`src/rtl/busdec.sv`:
```
// busdec -- single-master address decoder with per-slot completion handshake.
//
// A master request is decoded against NDEV base addresses. On a hit the block
// latches the slot and the device-local address, then enables that one slot
// until it strobes devack or the wait budget runs out. The result is reported
// to the master as a one-cycle ack (success) or err (unmapped or timeout).
//
// Handshake: req/addr are a request that is only taken in IDLE (busy=0); the
// master must hold req until it sees busy rise (or a response pulse). Each
// accepted request produces exactly one response pulse, ack or err, in DONE.
// Devices see deven[k] held high for the whole wait; devack[k] is a strobe
// that only counts for the currently enabled slot.
//
// Ports:
//   clk        clock, all state on rising edge
//   rst        asynchronous active-high reset
//   req        master request
//   addr       master address (upper bits select slot, low MASK bits local)
//   devack     per-slot completion strobe
//   deven      one-hot device enable (only in WAIT)
//   devaddr    latched device-local address
//   ack        one-cycle success pulse
//   err        one-cycle failure pulse
//   busy       high whenever the FSM is not idle
//   dbg_state  current FSM state encoding (0 idle, 1 wait, 2 done)
module busdec #(
  parameter int                  NDEV    = 4,
  parameter logic [NDEV*32-1:0]  BASES   = {32'h3, 32'h2, 32'h1, 32'h0},
  parameter int                  MASK    = 4,
  parameter int                  TIMEOUT = 15
) (
  input  logic              clk,
  input  logic              rst,
  input  logic              req,
  input  logic [31:0]       addr,
  input  logic [NDEV-1:0]   devack,
  output logic [NDEV-1:0]   deven,
  output logic [MASK-1:0]   devaddr,
  output logic              ack,
  output logic              err,
  output logic              busy,
  output logic [1:0]        dbg_state
);

  localparam int SEL_W = (NDEV > 1) ? $clog2(NDEV) : 1;
  localparam int CNT_W = $clog2(TIMEOUT + 1);

  typedef enum logic [1:0] {
    S_IDLE = 2'd0,
    S_WAIT = 2'd1,
    S_DONE = 2'd2
  } state_t;

  state_t            state_q, state_d;
  logic [SEL_W-1:0]  sel_q, sel_d;
  logic [MASK-1:0]   devaddr_q, devaddr_d;
  logic [CNT_W-1:0]  cnt_q, cnt_d;
  // Result flag carried into DONE: 1 = report err, 0 = report ack.
  logic              fail_q, fail_d;

  logic              hit;
  logic [SEL_W-1:0]  hit_idx;

  // Slot match. Scanning from the top down means the last assignment comes
  // from the lowest matching index, which is the one that must win.
  always_comb begin
    hit     = 1'b0;
    hit_idx = '0;
    for (int k = NDEV - 1; k >= 0; k--) begin
      if ({{MASK{1'b0}}, addr[31:MASK]} == BASES[32*k +: 32]) begin
        hit     = 1'b1;
        hit_idx = SEL_W'(k);
      end
    end
  end

  always_ff @(posedge clk or posedge rst) begin
    if (rst) begin
      state_q   <= S_IDLE;
      sel_q     <= '0;
      devaddr_q <= '0;
      cnt_q     <= '0;
      fail_q    <= 1'b0;
    end else begin
      state_q   <= state_d;
      sel_q     <= sel_d;
      devaddr_q <= devaddr_d;
      cnt_q     <= cnt_d;
      fail_q    <= fail_d;
    end
  end

  always_comb begin
    state_d   = state_q;
    sel_d     = sel_q;
    devaddr_d = devaddr_q;
    cnt_d     = cnt_q;
    fail_d    = fail_q;
    case (state_q)
      S_IDLE: begin
        if (req) begin
          if (hit) begin
            sel_d     = hit_idx;
            devaddr_d = addr[MASK-1:0];
            cnt_d     = '0;
            fail_d    = 1'b0;
            state_d   = S_WAIT;
          end else begin
            // Unmapped: go straight to DONE, no device is ever enabled.
            fail_d  = 1'b1;
            state_d = S_DONE;
          end
        end
      end
      S_WAIT: begin
        // devack is checked before the budget so a same-cycle ack wins.
        if (devack[sel_q]) begin
          fail_d  = 1'b0;
          state_d = S_DONE;
        end else if (cnt_q == CNT_W'(TIMEOUT - 1)) begin
          fail_d  = 1'b1;
          state_d = S_DONE;
        end else begin
          cnt_d = cnt_q + CNT_W'(1);
        end
      end
      S_DONE: begin
        state_d = S_IDLE;
      end
      default: begin
        state_d = S_IDLE;
      end
    endcase
  end

  // Outputs decode from registered state only.
  always_comb begin
    deven = '0;
    if (state_q == S_WAIT) begin
      for (int k = 0; k < NDEV; k++) begin
        deven[k] = (sel_q == SEL_W'(k));
      end
    end
  end

  assign devaddr   = devaddr_q;
  assign ack       = (state_q == S_DONE) && !fail_q;
  assign err       = (state_q == S_DONE) && fail_q;
  assign busy      = (state_q != S_IDLE);
  assign dbg_state = state_q;

endmodule
```
`config.mk`:
```
export PLATFORM = sky130hd
export DESIGN_NAME = busdec
export DESIGN_NICKNAME = d
export VERILOG_FILES = /design/src/rtl/busdec.sv
export SDC_FILE = /design/constraint.sdc
export NUM_CORES = 1
export LEC_CHECK = 0
export BUFFER_PORTS_ARGS = -buffer_cell sky130_fd_sc_hd__buf_2
export CORE_UTILIZATION = 40
export DETAILED_ROUTE_END_ITERATION = 10
export PLACE_DENSITY = 0.87
export SYNTH_ARGS = -nofsm -noshare
export SYNTH_HDL_FRONTEND = slang
export SYNTH_SLANG_ARGS = --single-unit
```
`constraint.sdc`:
```
create_clock -name clk -period 4.89 [get_ports clk]
set_input_delay 0.978 -clock clk [delete_from_list [all_inputs] [get_ports clk]]
set_output_delay 0.978 -clock clk [all_outputs]
set_load 0.02 [all_outputs]
```
== Word-level counts from Yosys, hierarchy flattened ==
Index checks and enable logic that the tools add are counted.
Word-level totals
  logic and storage cells: 59
  output and inout bits: 13
  flip-flop bits (word level): 13
Cells by class
  reductions and logical operators: 12
  eq/ne operators: 14
  add/subtract/negate cells: 1
  mux-type cells: 26
  magnitude comparators: 1
Operator list (number)
  28-bit by 2-bit == test with 1-bit output, second input constant: 2
  28-bit by 1-bit == test with 1-bit output, second input constant: 1
  28-bit logical NOT: 1
  4-bit 2-to-1 mux: 5
  2-bit 2-to-1 mux: 8
  1-bit 2-to-1 mux: 9
  2-bit inequality test, second input constant: 4
  4-bit one-hot mux with 2 select lines: 1
  2-bit == test, second input constant: 3
  3-bit AND reduction: 2
  5-bit AND reduction: 1
  4-bit by 1-bit adder with 4-bit output, second input constant: 1
  2-bit by 1-bit == test with 1-bit output, second input constant: 2
  4-bit == test, second input constant: 1
  2-bit logical NOT: 2
  2-bit one-hot mux with 2 select lines: 1
  2-bit nonzero test: 2
  2-bit by 3-bit < comparator with 1-bit output, second input constant: 1
  3-bit inequality test, second input constant: 1
  1-bit binary-select mux with 2-bit select: 1
  1-bit logical AND: 2
  1-bit one-hot mux with 2 select lines: 1
  2-bit AND reduction: 1
  1-bit logical NOT: 1

== Logic depth before layout (Yosys ltp) ==
  depth in word-level cells: 8
  gate-level depth with buffers: 6
  gate-level depth less buffers: 6

== Least setup slack after synthesis ==
No wires, ideal clock.
  path kind: register -> output
  from: register state_q[1], in the netlist dbg_state[1]
  to: output deven[2]
  data arrival time: 1.322 ns
  buffers on the path: 0
  cell stages (with the launch flop): 3
  setup slack: 2.590 ns
  cell sequence: dfrtp_1 nand2b_1 nor3b_1
Between the ends
  word-level cells in the longest chain between the ends: 2
Ends and longest elaborated chain
  start, declared: RTL line 54  | state_t state_q, state_d;
  start signal, assigned: RTL line 85  | state_q <= state_d;
  2-bit by 1-bit == test with 1-bit output: RTL line 139  | if (state_q == S_WAIT) begin
  4-bit 2-to-1 mux: RTL line 139
  end, declared: RTL line 37  | output logic [NDEV-1:0] deven,
No other way between the ends.

== Final worst setup path ==
  from: register state_q[0], in the netlist dbg_state[0]
  to: output deven[3]
Same word-level chain as after synthesis.

==> results.md <==
Status:
- The flow ran to the end, and the final reports show no timing, DRC or antenna violations.

STA:
- Setup repair after global routing left no endpoint under its margin.
- Timing would allow up to about 400 MHz.
- The worst hold margin is 0.519 ns.
- The routed design could run at a clock period as short as 2.49 ns.
- The final max-slew violation count was 0.
- Across the routed clock network, the largest skew measured is between 0.0007 and 0.0008 ns.
- The count of final setup violators is 0.
- Once routing completed, OpenROAD measured the worst setup slack at 2.40 ns.
- The share of the clock period used by the worst path after layout is 51.0%.
- Adding up every negative setup slack in the final design gives 0 ns.
- Headroom to the max-slew limit came out at 66.3%.
- For the pin with the worst max-slew slack, the measured transition is between 0.5 and 0.6 ns.
- The count of endpoints failing hold in the final timing report is 0.

Floorplanning:
- The die covers 2090 um2.
- For this configuration, the core starts out at a cell density of 43.4%.
- After floorplanning, the core was divided into 15 placement rows.
- The total area inside the core boundary comes to approximately 1800 um2.
- The vertical die dimension is 45.8 um.
- The number of primary I/O pins is 52.
- The overall die width is 45.8 um.

Synth:
- The xor-xnor portion of the synthesized cell area is 0%.
- Of the total synthesized cell area, the portion taken by AND, OR, NAND and NOR gates is 28.1%.
- The synthesized netlist occupies a cell area of 766 um2.
- The sequential element share of the synthesized area is 42.5%.
- The portion of synthesized area spent on multiplexers is 13.1%.
- The synthesized instance count is 78.
- The total of flip-flops plus latches after synthesis is 13.
- In this run, distinct cell masters in the synthesized netlist total 26.
- The post-synthesis compound-gate area fraction is 10.6%.
- In this run the mean area of a mapped cell was 9.82 um2.
- The arithmetic-cell share of the synthesized area counting full adders, half adders and majority gates is between 3 and 4%.
- Synthesis produced a netlist with a net count of ~120.
- After synthesis, the largest family of logic cells by area is simple AND/OR/NAND/NOR gates.
- Yosys printed 0 warnings.

Detailed routing:
- After the first detailed-routing iteration, the DRC count stood at 21.
- The total wire length after detailed routing is 2110 um.
- The detailed router placed 850 vias in this run.
- The number of nets with antenna violations after detailed routing is 0.
- In the final routed layout, each cell accounts on average for 13.4 um.
- The total iterations of the first detailed-routing run is 4.
- The DRC violations left is 0.
- Dividing the detail-routed via count by the number of cells gives between 5 and 6.

Worst setup path:
- The worst setup path is captured at an output pin.
- The largest driver fanout on the critical path is 6.
- The worst setup path is of the reg -> out kind.
- The worst setup path is launched from a flop.
- At the worst endpoint, the required time is 3.91 ns.
- The critical path goes through inv_1, nor2_1, and3_1, buf_2.
- For this design, the slowest cell found on the critical path is sky130_fd_sc_hd__dfrtp_1.
- The worst path arrival time is 1.51 ns.
- In this design, the stage delay of the slowest critical-path cell is 0.43 ns.

CTS:
- The clock tree from TritonCTS is built.
- TritonCTS created 3 clock buffers.
- Clock-pin slew was measured on the worst setup and hold paths at 0.08 ns.
- The post-CTS setup buffer count is 0.
- The tree is rooted in a sky130_fd_sc_hd__clkbuf_4.
- CTS saw 13 sinks.
- The clock latency at the later pin of the worst-skew pair is 0.28 ns.
- In this run, post-CTS hold repair placed 0 buffers.
- The post-cts gate resize count is 0.
- The number of H-tree levels is 1.
- In this run the deepest clock path goes through 2 buffers.

Power:
- Net switching is between 40% and 50% of the power.
- The static power due to leakage is 0.000588 uW.
- The power consumption is 445 uW.
- The power dissipated by switching net loads is 193 uW.
- For this design the ratio of total power to cell area is 412 nW/um2.
- The combinational share of power is 45.9%.
- Internal power comes to 251 uW.
- IR analysis of the VDD net gives a maximum drop of 0.290 mV.
- The power share of the sequential group is roughly two fifths.
- The share of total power dissipated in the clock network is 15.6%.

Cells and area:
- The finished cells cover 1080 um2.
- Leaving out fill and tap cells, the most frequent cell in the layout is sky130_fd_sc_hd__buf_2.
- The number of antenna diodes in the final layout is 0.
- The number of nets in the finished design is 175.
- After filler insertion, the fill cell instance count of the layout stands at roughly 160.
- The layout overhead on the synthesized area is 40.8%.
- The top cell types in the final layout, fill and taps aside, are sky130_fd_sc_hd__buf_2, sky130_fd_sc_hd__dfrtp_1, sky130_fd_sc_hd__nor2_1, sky130_fd_sc_hd__nor4_1, sky130_fd_sc_hd__nand2_1.
- Cells with a size suffix above 1 make up a little under half of the layout.

Global route:
- The number of antenna violations at the first check in global routing is 0.
- The via count of the first global-routing pass is 838.
- For met3 alone, demand over resource in global routing was under 10%.
- The most used routing layer is met2.
- The residual overflow from global routing is 0.
- The global-route wire length before repair is 3370 um.
- The maximum number of pins on one net before global-route repair is 14.
- The met2 demand-to-capacity share in global routing is 39.4%.
- Global routing used around 23% of the available tracks across all layers.
- For this run, global-route usage on met1 was measured as 25.7%.

Flow run:
- The number of max-cap violations is 0.

Placed design:
- The post-place instance area is 1050 um2.
- OpenSTA, run right after detailed placement, puts the worst setup slack at approximately 2.3 ns.
- The final RePlAce weighted congestion is 0.835.
- The HPWL after detailed placement is about 1700 um.
- The count of buffers from port buffering is 51.

Hold path:
- The class of the tightest hold or removal check is reg -> reg.
-- final cells by class --
class	instances	area, um2	area share, %
Clock buffer	4	26.3	2.44
Inverter	5	18.8	1.74
Multi-Input combinational cell	60	422	39.1
Sequential cell	13	325	30.2
Tap cell	25	31.3	2.90
Timing Repair Buffer	51	255	23.7
-- worst max-delay path: cells and delay by family, from the launching register on --
family / cells / cell delay [ns]
simple gates: 2 / 0.54
flops: 1 / 0.43
buf+inv: 2 / 0.26
-- stage by stage --
| step | utilization [%] | std cells |
|---|---|---|
| floorplan | - | 78 |
| global placement | 59.6 | 154 |
| detailed placement | 59.6 | 154 |
| CTS | 61.1 | 158 |
| global route | 61.1 | 158 |
| finish | 61.1 | 158 |
-- cell usage after synthesis, drive strengths merged --
cell	count	area share, %
a211oi	1	0.98
a31oi	1	0.82
inv	5	2.5
ha	2	3.3
o22ai	2	1.6
mux2i	1	1.3
nor2	8	3.9
o21ai	1	0.65
nand2b	1	0.82
nand4	1	0.82
and3	3	2.5
or3b	1	1.1
nor2b	1	0.82
nor3	2	2.8
o21ba	1	1.3
nor3b	3	2.9
mux2	6	8.8
nor4	8	6.5
nand2	8	3.9
dfrtp	13	42
o211ai	3	2.9
o31a	1	1.1
mux4	1	2.9
a221oi	1	1.1
nand3	3	2.0
-- registers in the layout, indices dropped and copies added (netlist names) --
name,cells
cnt_q,4
dbg_state,2
fail_q,1
devaddr,4
sel_q,2
-- final timing paths --
kind / startpoint / slack, ns / endpoint / cells past startpoint
min in group asynchronous: rst / 0.71 / fail_q / 2
hold / removal: devaddr[1] / 0.52 / devaddr[1] / 1
hold reg to reg: devaddr[1] / 0.52 / devaddr[1] / 1
setup / recovery: dbg_state[0] / 2.40 / deven[3] / 4
max in group asynchronous: rst / 3.85 / cnt_q[3] / 2
setup reg to reg: dbg_state[1] / 3.03 / devaddr[3] / 3
-- kinds of logic (layout without fill, tap and decap cells) --
| kind of cell | Yosys count | after routing |
|---|---|---|
| AOI/OAI and AO/OA | 11 | 11 |
| adders and majority gates | 2 | 2 |
| buffers and inverters | 5 | 60 |
| DFF | 13 | 13 |
| muxes | 8 | 8 |
| and+or+nand+nor | 39 | 39 |
-- metal layers --
layer  wire [um]  up-vias
met5           0        -
met4          30        0
met3         110        5
met2        1110       39
met1         864      402
li1            -      404
-- power groups by stage --
stage / Sequential, uW / Combinational [uW] / Clock (uW)
final: 171 / 204 / 69.2
after global routing: 178 / 228 / 76.6
after CTS: 170 / 203 / 70.4
after detailed placement: 172 / 201 / 0
after global placement: 170 / 197 / 0
after floorplan: 172 / 135 / 0
No activity file was read; power rests on OpenSTA's default activity.
